**src/rtl/uart_rx_block_loader.sv**
```systemverilog
// uart_rx_block_loader: 8N1 UART receiver that packs NBYTES received bytes
// into one wide block (first byte in bits [7:0]) behind a valid/ready handshake.
// Partial blocks are dropped on a framing error or after an idle timeout.
module uart_rx_block_loader #(
  parameter int CLKS_PER_BIT = 1250,
  parameter int NBYTES       = 40,
  parameter int TIMEOUT_CLKS = 125000
) (
  input  logic                         hwclk,
  input  logic                         rst_n,
  input  logic                         rx,
  output logic                         byte_valid,
  output logic [7:0]                   byte_data,
  output logic                         frame_err,
  output logic                         overrun,
  output logic [$clog2(NBYTES+1)-1:0]  byte_count,
  output logic                         block_valid,
  input  logic                         block_ready,
  output logic [8*NBYTES-1:0]          block_data
);

  localparam int BCW = $clog2(NBYTES + 1);
  localparam int CW  = (CLKS_PER_BIT > 2) ? $clog2(CLKS_PER_BIT) : 1;
  localparam int TW  = (TIMEOUT_CLKS > 0) ? $clog2(TIMEOUT_CLKS + 1) : 1;

  localparam logic [CW-1:0]  HALF_M1    = CW'(CLKS_PER_BIT / 2 - 1);
  localparam logic [CW-1:0]  FULL_M1    = CW'(CLKS_PER_BIT - 1);
  localparam logic [BCW-1:0] LAST_IDX   = BCW'(NBYTES - 1);
  localparam logic [TW-1:0]  TIMEOUT_TC = TW'(TIMEOUT_CLKS);

  typedef enum logic [2:0] {
    S_IDLE  = 3'd0,
    S_START = 3'd1,
    S_DATA  = 3'd2,
    S_STOP  = 3'd3,
    S_BREAK = 3'd4
  } state_t;

  state_t              state_q, state_d;
  logic                sync1_q, sync1_d;
  logic                rxs_q, rxs_d;
  logic [CW-1:0]       clk_cnt_q, clk_cnt_d;
  logic [2:0]          bit_idx_q, bit_idx_d;
  logic [7:0]          shift_q, shift_d;
  logic [TW-1:0]       idle_q, idle_d;
  logic                byte_valid_q, byte_valid_d;
  logic [7:0]          byte_data_q, byte_data_d;
  logic                frame_err_q, frame_err_d;
  logic                overrun_q, overrun_d;
  logic [BCW-1:0]      byte_count_q, byte_count_d;
  logic                block_valid_q, block_valid_d;
  logic [8*NBYTES-1:0] block_data_q, block_data_d;

  // Next-state logic: bit-level receive FSM, then block assembly, handshake and timeout.
  always_comb begin
    logic good_byte;
    good_byte     = 1'b0;
    state_d       = state_q;
    sync1_d       = rx;
    rxs_d         = sync1_q;
    clk_cnt_d     = clk_cnt_q;
    bit_idx_d     = bit_idx_q;
    shift_d       = shift_q;
    idle_d        = idle_q;
    byte_valid_d  = 1'b0;
    byte_data_d   = byte_data_q;
    frame_err_d   = 1'b0;
    overrun_d     = 1'b0;
    byte_count_d  = byte_count_q;
    block_valid_d = block_valid_q;
    block_data_d  = block_data_q;

    case (state_q)
      S_IDLE: begin
        if (!rxs_q) begin
          state_d   = S_START;
          clk_cnt_d = '0;
        end
      end
      S_START: begin
        // Re-check the line mid start bit so short low glitches are rejected.
        if (clk_cnt_q == HALF_M1) begin
          clk_cnt_d = '0;
          bit_idx_d = '0;
          state_d   = rxs_q ? S_IDLE : S_DATA;
        end else begin
          clk_cnt_d = clk_cnt_q + CW'(1);
        end
      end
      S_DATA: begin
        if (clk_cnt_q == FULL_M1) begin
          clk_cnt_d = '0;
          shift_d   = {rxs_q, shift_q[7:1]};
          if (bit_idx_q == 3'd7) state_d = S_STOP;
          else                   bit_idx_d = bit_idx_q + 3'd1;
        end else begin
          clk_cnt_d = clk_cnt_q + CW'(1);
        end
      end
      S_STOP: begin
        if (clk_cnt_q == FULL_M1) begin
          clk_cnt_d = '0;
          if (rxs_q) begin
            good_byte = 1'b1;
            state_d   = S_IDLE;
          end else begin
            // A completed block awaiting hand-off is not partial, so it survives.
            frame_err_d = 1'b1;
            state_d     = S_BREAK;
            if (!block_valid_q) byte_count_d = '0;
          end
        end else begin
          clk_cnt_d = clk_cnt_q + CW'(1);
        end
      end
      S_BREAK: begin
        if (rxs_q) state_d = S_IDLE;
      end
      default: state_d = S_IDLE;
    endcase

    // Consumer handshake releases the block for refilling.
    if (block_valid_q && block_ready) begin
      block_valid_d = 1'b0;
      byte_count_d  = '0;
    end

    // Idle timer only runs while a partial block is being built.
    if (TIMEOUT_CLKS > 0) begin
      if (good_byte || byte_count_q == '0) begin
        idle_d = '0;
      end else if (idle_q != TIMEOUT_TC) begin
        idle_d = idle_q + TW'(1);
      end
      if (!good_byte && !block_valid_q && byte_count_q != '0 && idle_q == TIMEOUT_TC) begin
        byte_count_d = '0;
        idle_d       = '0;
      end
    end

    if (good_byte) begin
      byte_valid_d = 1'b1;
      byte_data_d  = shift_q;
      if (block_valid_q) begin
        overrun_d = 1'b1;
      end else begin
        block_data_d[8*int'(byte_count_q) +: 8] = shift_q;
        byte_count_d = byte_count_q + BCW'(1);
        if (byte_count_q == LAST_IDX) block_valid_d = 1'b1;
      end
    end
  end

  // State and output registers; reset parks the line synchroniser at idle-high.
  always_ff @(posedge hwclk or negedge rst_n) begin
    if (!rst_n) begin
      state_q       <= S_IDLE;
      sync1_q       <= 1'b1;
      rxs_q         <= 1'b1;
      clk_cnt_q     <= '0;
      bit_idx_q     <= '0;
      shift_q       <= '0;
      idle_q        <= '0;
      byte_valid_q  <= 1'b0;
      byte_data_q   <= '0;
      frame_err_q   <= 1'b0;
      overrun_q     <= 1'b0;
      byte_count_q  <= '0;
      block_valid_q <= 1'b0;
      block_data_q  <= '0;
    end else begin
      state_q       <= state_d;
      sync1_q       <= sync1_d;
      rxs_q         <= rxs_d;
      clk_cnt_q     <= clk_cnt_d;
      bit_idx_q     <= bit_idx_d;
      shift_q       <= shift_d;
      idle_q        <= idle_d;
      byte_valid_q  <= byte_valid_d;
      byte_data_q   <= byte_data_d;
      frame_err_q   <= frame_err_d;
      overrun_q     <= overrun_d;
      byte_count_q  <= byte_count_d;
      block_valid_q <= block_valid_d;
      block_data_q  <= block_data_d;
    end
  end

  assign byte_valid  = byte_valid_q;
  assign byte_data   = byte_data_q;
  assign frame_err   = frame_err_q;
  assign overrun     = overrun_q;
  assign byte_count  = byte_count_q;
  assign block_valid = block_valid_q;
  assign block_data  = block_data_q;

endmodule

```
**config.mk**
```make
export PLATFORM = sky130hd
export DESIGN_NAME = uart_rx_block_loader
export DESIGN_NICKNAME = d
export VERILOG_FILES = /design/src/rtl/uart_rx_block_loader.sv
export SDC_FILE = /design/constraint.sdc
export NUM_CORES = 1
export LEC_CHECK = 0
export ABC_CLOCK_PERIOD_IN_PS = 3800
export BUFFER_PORTS_ARGS = -buffer_cell sky130_fd_sc_hd__buf_4
export CAP_MARGIN = 10
export CORE_UTILIZATION = 55
export DETAILED_ROUTE_END_ITERATION = 10
export PLACE_DENSITY = 0.8
export RECOVER_POWER = 50
export SYNTH_ARGS = -nofsm -noshare
export SYNTH_HDL_FRONTEND = slang
export SYNTH_SLANG_ARGS = --single-unit
```
**constraint.sdc**
```tcl
create_clock -name hwclk -period 3.8 [get_ports hwclk]
set_clock_uncertainty 0.05 [all_clocks]
set_input_delay 0.19 -clock hwclk [delete_from_list [all_inputs] [get_ports hwclk]]
set_output_delay 0.19 -clock hwclk [all_outputs]
set_load 0.05 [all_outputs]
```
Word-level counts from Yosys, hierarchy flattened
Cells that the tools add are included.

Input port bits: 4. Word-level logic and storage cells: 100. Output and inout bits: 338. Flip-flop bits (word level): 382.

Mux-type cells: 42. Reduce and logical (&&, ||, !) cells: 19. Shift-type cells: 2. Add/sub/neg operators: 5. Equal/unequal tests: 17. Bitwise gates (word level): 1.

Operator list (number): $bwmux 320 (1); $shift 8x33->320 const A (1); $shiftx 8x33->320 (1); $mux 17 (3); $mux 6 (8); $mux 11 (3); $neg 9->33 (1); $pmux 11 s3 (1); $mux 3 (10); $add 17x1->17 const B (1); $eq 17x17->1 const B (1); $ne 17x17->1 const B (1); $pmux 3 s5 (1); $ne 2x2->1 const B (7); $mux 1 (13); $add 11x1->11 const B (1); $eq 11x10->1 const B (1); $eq 11x11->1 const B (1); $add 6x1->6 const B (1); $eq 3x2->1 const B (2); $eq 3x3->1 const B (2); $eq 6x6->1 const B (1); $logic_not 6->1 (1); $pmux 3 s2 (1); 15 further kinds (22).

Logic depth before layout (Yosys ltp)
Depth after elaboration: 10. Gate-level depth with buffers: 13.

Worst setup path after synthesis
Ideal clock, no wire load.

Kind: register to register. From: register byte_count_q[2], in the netlist byte_count[2]. To: register block_data_q[89], in the netlist block_data[89]. Cell stages (with the launch flop): 13. Buffers on the path: 4. Data required time: 3.625 ns. Arrival time: 3.387 ns. Library setup time: 0.125 ns. Path slack: 0.238 ns. Cell sequence: dfrtp_1 > buf_2 > or4_4 > nor2_1 > ha_1 > clkbuf_1 > and2_1 > mux2_2 > nand2_1 > buf_2 > or2_2 > clkbuf_1 > mux2_2.

Longest elaborated chain between the ends: 3. Elaborated cells on any way between the ends: 4. Classes of those cells: add/sub: 1; shift: 2; mux: 1.

RTL lines: start: declaration (RTL line 50) `logic [BCW-1:0] byte_count_q, byte_count_d;`; start signal: assignment (RTL line 183) `byte_count_q <= byte_count_d;`; $neg 9->33 * (RTL line 147) `block_data_d[8*int'(byte_count_q) +: 8] = shift_q;`; $shiftx 8x33->320 / $shift 8x33->320 (equally long branches) (RTL line 147); $bwmux 320 * (RTL line 147); end signal: assignment (RTL line 185) `block_data_q <= block_data_d;`; end: declaration (RTL line 52) `logic [8*NBYTES-1:0] block_data_q, block_data_d;`.

Mark *: on every way between the ends. The rest lies on a longest branch, timed or not. A chain may end at the register's enable or synchronous reset.

Worst setup path after layout
From: register byte_count_q[1], in the netlist byte_count[1]. To: register block_data_q[32], in the netlist block_data[32].

Same word-level chain as after synthesis.

==> out/qor.yml <==
global_route:
  grt_overflow: 0
  grt_max_degree: 107
  antenna_found_initial: 1
  grt_pass1_wl_um: 75100
  grt_pass1_vias: 12800
  track_usage_pct: 31.6
worst_setup_path:
  crit_buf_inv: 2
  cp-startpoint: "byte_count[1]$_DFF_PN0_"
  crit_slowest_cell: "or4_4"
  reg2reg_to: "block_data[32]$_DFFE_PN0P_"
  crit_end: "block_data[32]$_DFFE_PN0P_"
  path_class: "flip-flop to flip-flop"
  reg2reg_from: "byte_count[1]$_DFF_PN0_"
  crit_path_end_kind: "flip-flop"
  startpoint_type: "flip-flop"
  reg2reg_depth: 10
  r2r_slack_ns: 0.18
  crit_cells: 10
  path_cells: "or4_4, nor2_1, ha_1, nor2b_1, mux2_2, nand3_2, buf_4, nor2_1, buf_4, mux2_2"
  crit_fanout: 22
  critPathArrivalTime_ns: 3.97
  required_ns: 4.15
  cp_top_family: "simple AND/OR/NAND/NOR gates"
  cp_slowest_stage_delay_ns: 0.60
timing:
  tns_ns: 0
  drv_slew: 75
  slew_headroom_pct: -20.2
  fin_crit_sh_pct: 95.4
  hold_viol_final: 0
  setup_violations: 0
  holdWs_ns: 0.0265
  worst_slack_ns: 0.175
  worst_pin_slew_ns: 1.80
  rsz0062_at_grt: "no"
  period_minus_slack_ns: 3.62
  fmax_mhz: 276
placement:
  dpl.hpwl_um: 33800
  gp_congestion: 0.876
  dpl_cell_area_sq_um: 19600
  placedCellCount: 2072
  io_buffer_count: 341
  dp_slack_ns: 0.216
floorplan:
  fp.dieW_um: 176
  die_area_sq_um: 30800
  core_area_sq_um: 29600
  pin_count: 342
  start_util_pct: 55.9
  fp.dieH_um: 176
  num_rows: 63
layout:
  synthToLayoutAreaGrowth_pct: 18.8
  layout_commonest_cell: "dfrtp_1"
  ff_latch_area_sq_um: 9560
  multi_input_area_sq_um: 6460
  antenna-diode-count: 0
  layout_common_cells: "dfrtp_1, clkbuf_1, o21ai_0, mux2_2, nand2_1"
  final_cells: 2146
  filler_cell_count: 2491
  final_util_pct: 66.4
  design_area_sq_um: 19700
  drive_gt1_share_pct: 20.3
  final_nets: 1740
route:
  drtAntennaViolNets: 0
  post_drt_wl_per_cell_um: 22.9
  routed_wl_um: 49100
  drt_first_pass_iters: 5
  num_vias: 12900
  vias_per_cell: 6.00
  drc_errors: 0
  drt_iter0_markers: 1320
clock_network:
  clk_path_buf_depth: 3
  cts.sinks: 382
  clkTransAtPathRegs_ns: 0.06
  post_cts_buffers: 0
  cts_buffers: 40
  cts_tree: "done"
  htreeDepth: 2
  clk_latency_ns: 0.54
  cts_root_buffer: "clkbuf_16"
synth:
  synth_top_flop_cell: "dfrtp_1"
  synth_area_sq_um: 16600
  synth-seq-cells: 382
  async_reset_ff_share_pct: 100
  syn-mean-instance-area_sq_um: 11.9
  yosysUniqueCellTypes: 69
  synth_edf_count: 0
  synth_cells: 1397
  syn-num-nets: 1411
  seq_area_frac_synth_pct: 57.7
  yosysWarnings: 0
hold_path:
  hold_path_class: "input pin to flip-flop"
status:
  status: "finished with violations"
  violations: "capacitance limit, slew limit"
pwr:
  power_leakage_nw: 9.08
  total_power_mw: 8.62
  irDropWorstVdd_uv: 319
  power_density_nw_per_um2: 438
job:
  drv_cap: 1
[state kept, by name (all words and copies together), names as in the netlist]
name         cells
bit_idx_q        3
block_data     320
block_valid      1
byte_count       6
byte_data        8
byte_valid       1
clk_cnt_q       11
frame_err        1
idle_q          17
overrun          1
rxs_d            1
rxs_q            1
shift_q          8
state_q          3
[what timing repair did]
item                                   4_1_cts  5_1_grt
hold buffers                                 2        0
resized for setup                            0        1
endpoints found under the hold margin       72        0
setup endpoints to repair                    0       10
[how the worst min path moves through the flow]
stage / start / slack, ns / cells after the start / endpoint
after floorplan: rst_n / -0.16 / 0 / bit_idx_q[0]$_DFFE_PN0P_
after global placement: rst_n / 0.14 / 1 / block_data[120]$_DFFE_PN0P_
after detailed placement: rst_n / 0.14 / 1 / block_data[120]$_DFFE_PN0P_
after CTS: block_ready / 0.002 / 3 / block_valid$_DFF_PN0_
after global routing: block_ready / 0.06 / 3 / block_valid$_DFF_PN0_
final: block_ready / 0.03 / 3 / block_valid$_DFF_PN0_
[per-layer routing]
layer	track usage [%]	wire, um
met1	41.5	19700
met2	52.0	23500
met3	7.53	4480
met4	9.96	1400
met5	0	0
[cells in the mapped netlist, drive strengths merged, types with 5 or more instances]
cell type	n	share of area (%)
dfrtp	380	57
mux2	186	13
nand2b	6	0.23
or2	19	0.72
mux2i	16	0.97
nand4	15	0.66
and3	18	0.68
o21ai	192	5.8
buf	26	0.99
o31ai	82	3.7
ha	10	0.76
xnor2	14	0.74
nor3	15	0.54
o41ai	12	0.63
and2	34	1.3
xor2	12	0.63
clkbuf	79	1.8
a21oi	10	0.30
nor4	7	0.76
inv	24	0.54
nand3	32	0.97
nand2	89	2.0
nor2b	7	0.26
a21o	5	0.23
nor2	65	2.1
[area by class of cell]
class | instances | share of cell area [%]
multi-input cells | 886 | 32.8
clock buffers | 61 | 6.10
well taps | 390 | 2.48
clock inverters | 11 | 0.604
inverters | 24 | 0.458
flip-flops and latches | 382 | 48.6
repair buffers | 392 | 8.93
[worst register-to-register path, cell delays in order, from the launching register on]
cell	delay (ns)
dfrtp_1	0.47
or4_4	0.60
nor2_1	0.11
ha_1	0.36
nor2b_1	0.24
mux2_2	0.21
nand3_2	0.40
buf_4	0.39
nor2_1	0.16
buf_4	0.18
mux2_2	0.34
[power by group]
part | internal, mW | switching [mW]
logic | 0.128 | 0.430
registers | 4.09 | 0.0354
clock network | 2.32 | 1.61
[cell families (layout without fill, tap and decap cells)]
family	count (synthesis)	after routing	synth area share, %
AND/OR/NAND/NOR	333	333	11.7
AO/OA/AOI/OAI	315	315	11.4
multiplexers	202	202	13.7
buffers and inverters	129	488	3.32
flip-flops	382	382	57.7
XOR/XNOR	26	26	1.37
adder cells (fa/ha/maj)	10	10	0.755
No activity file was read; power rests on OpenSTA's default activity.
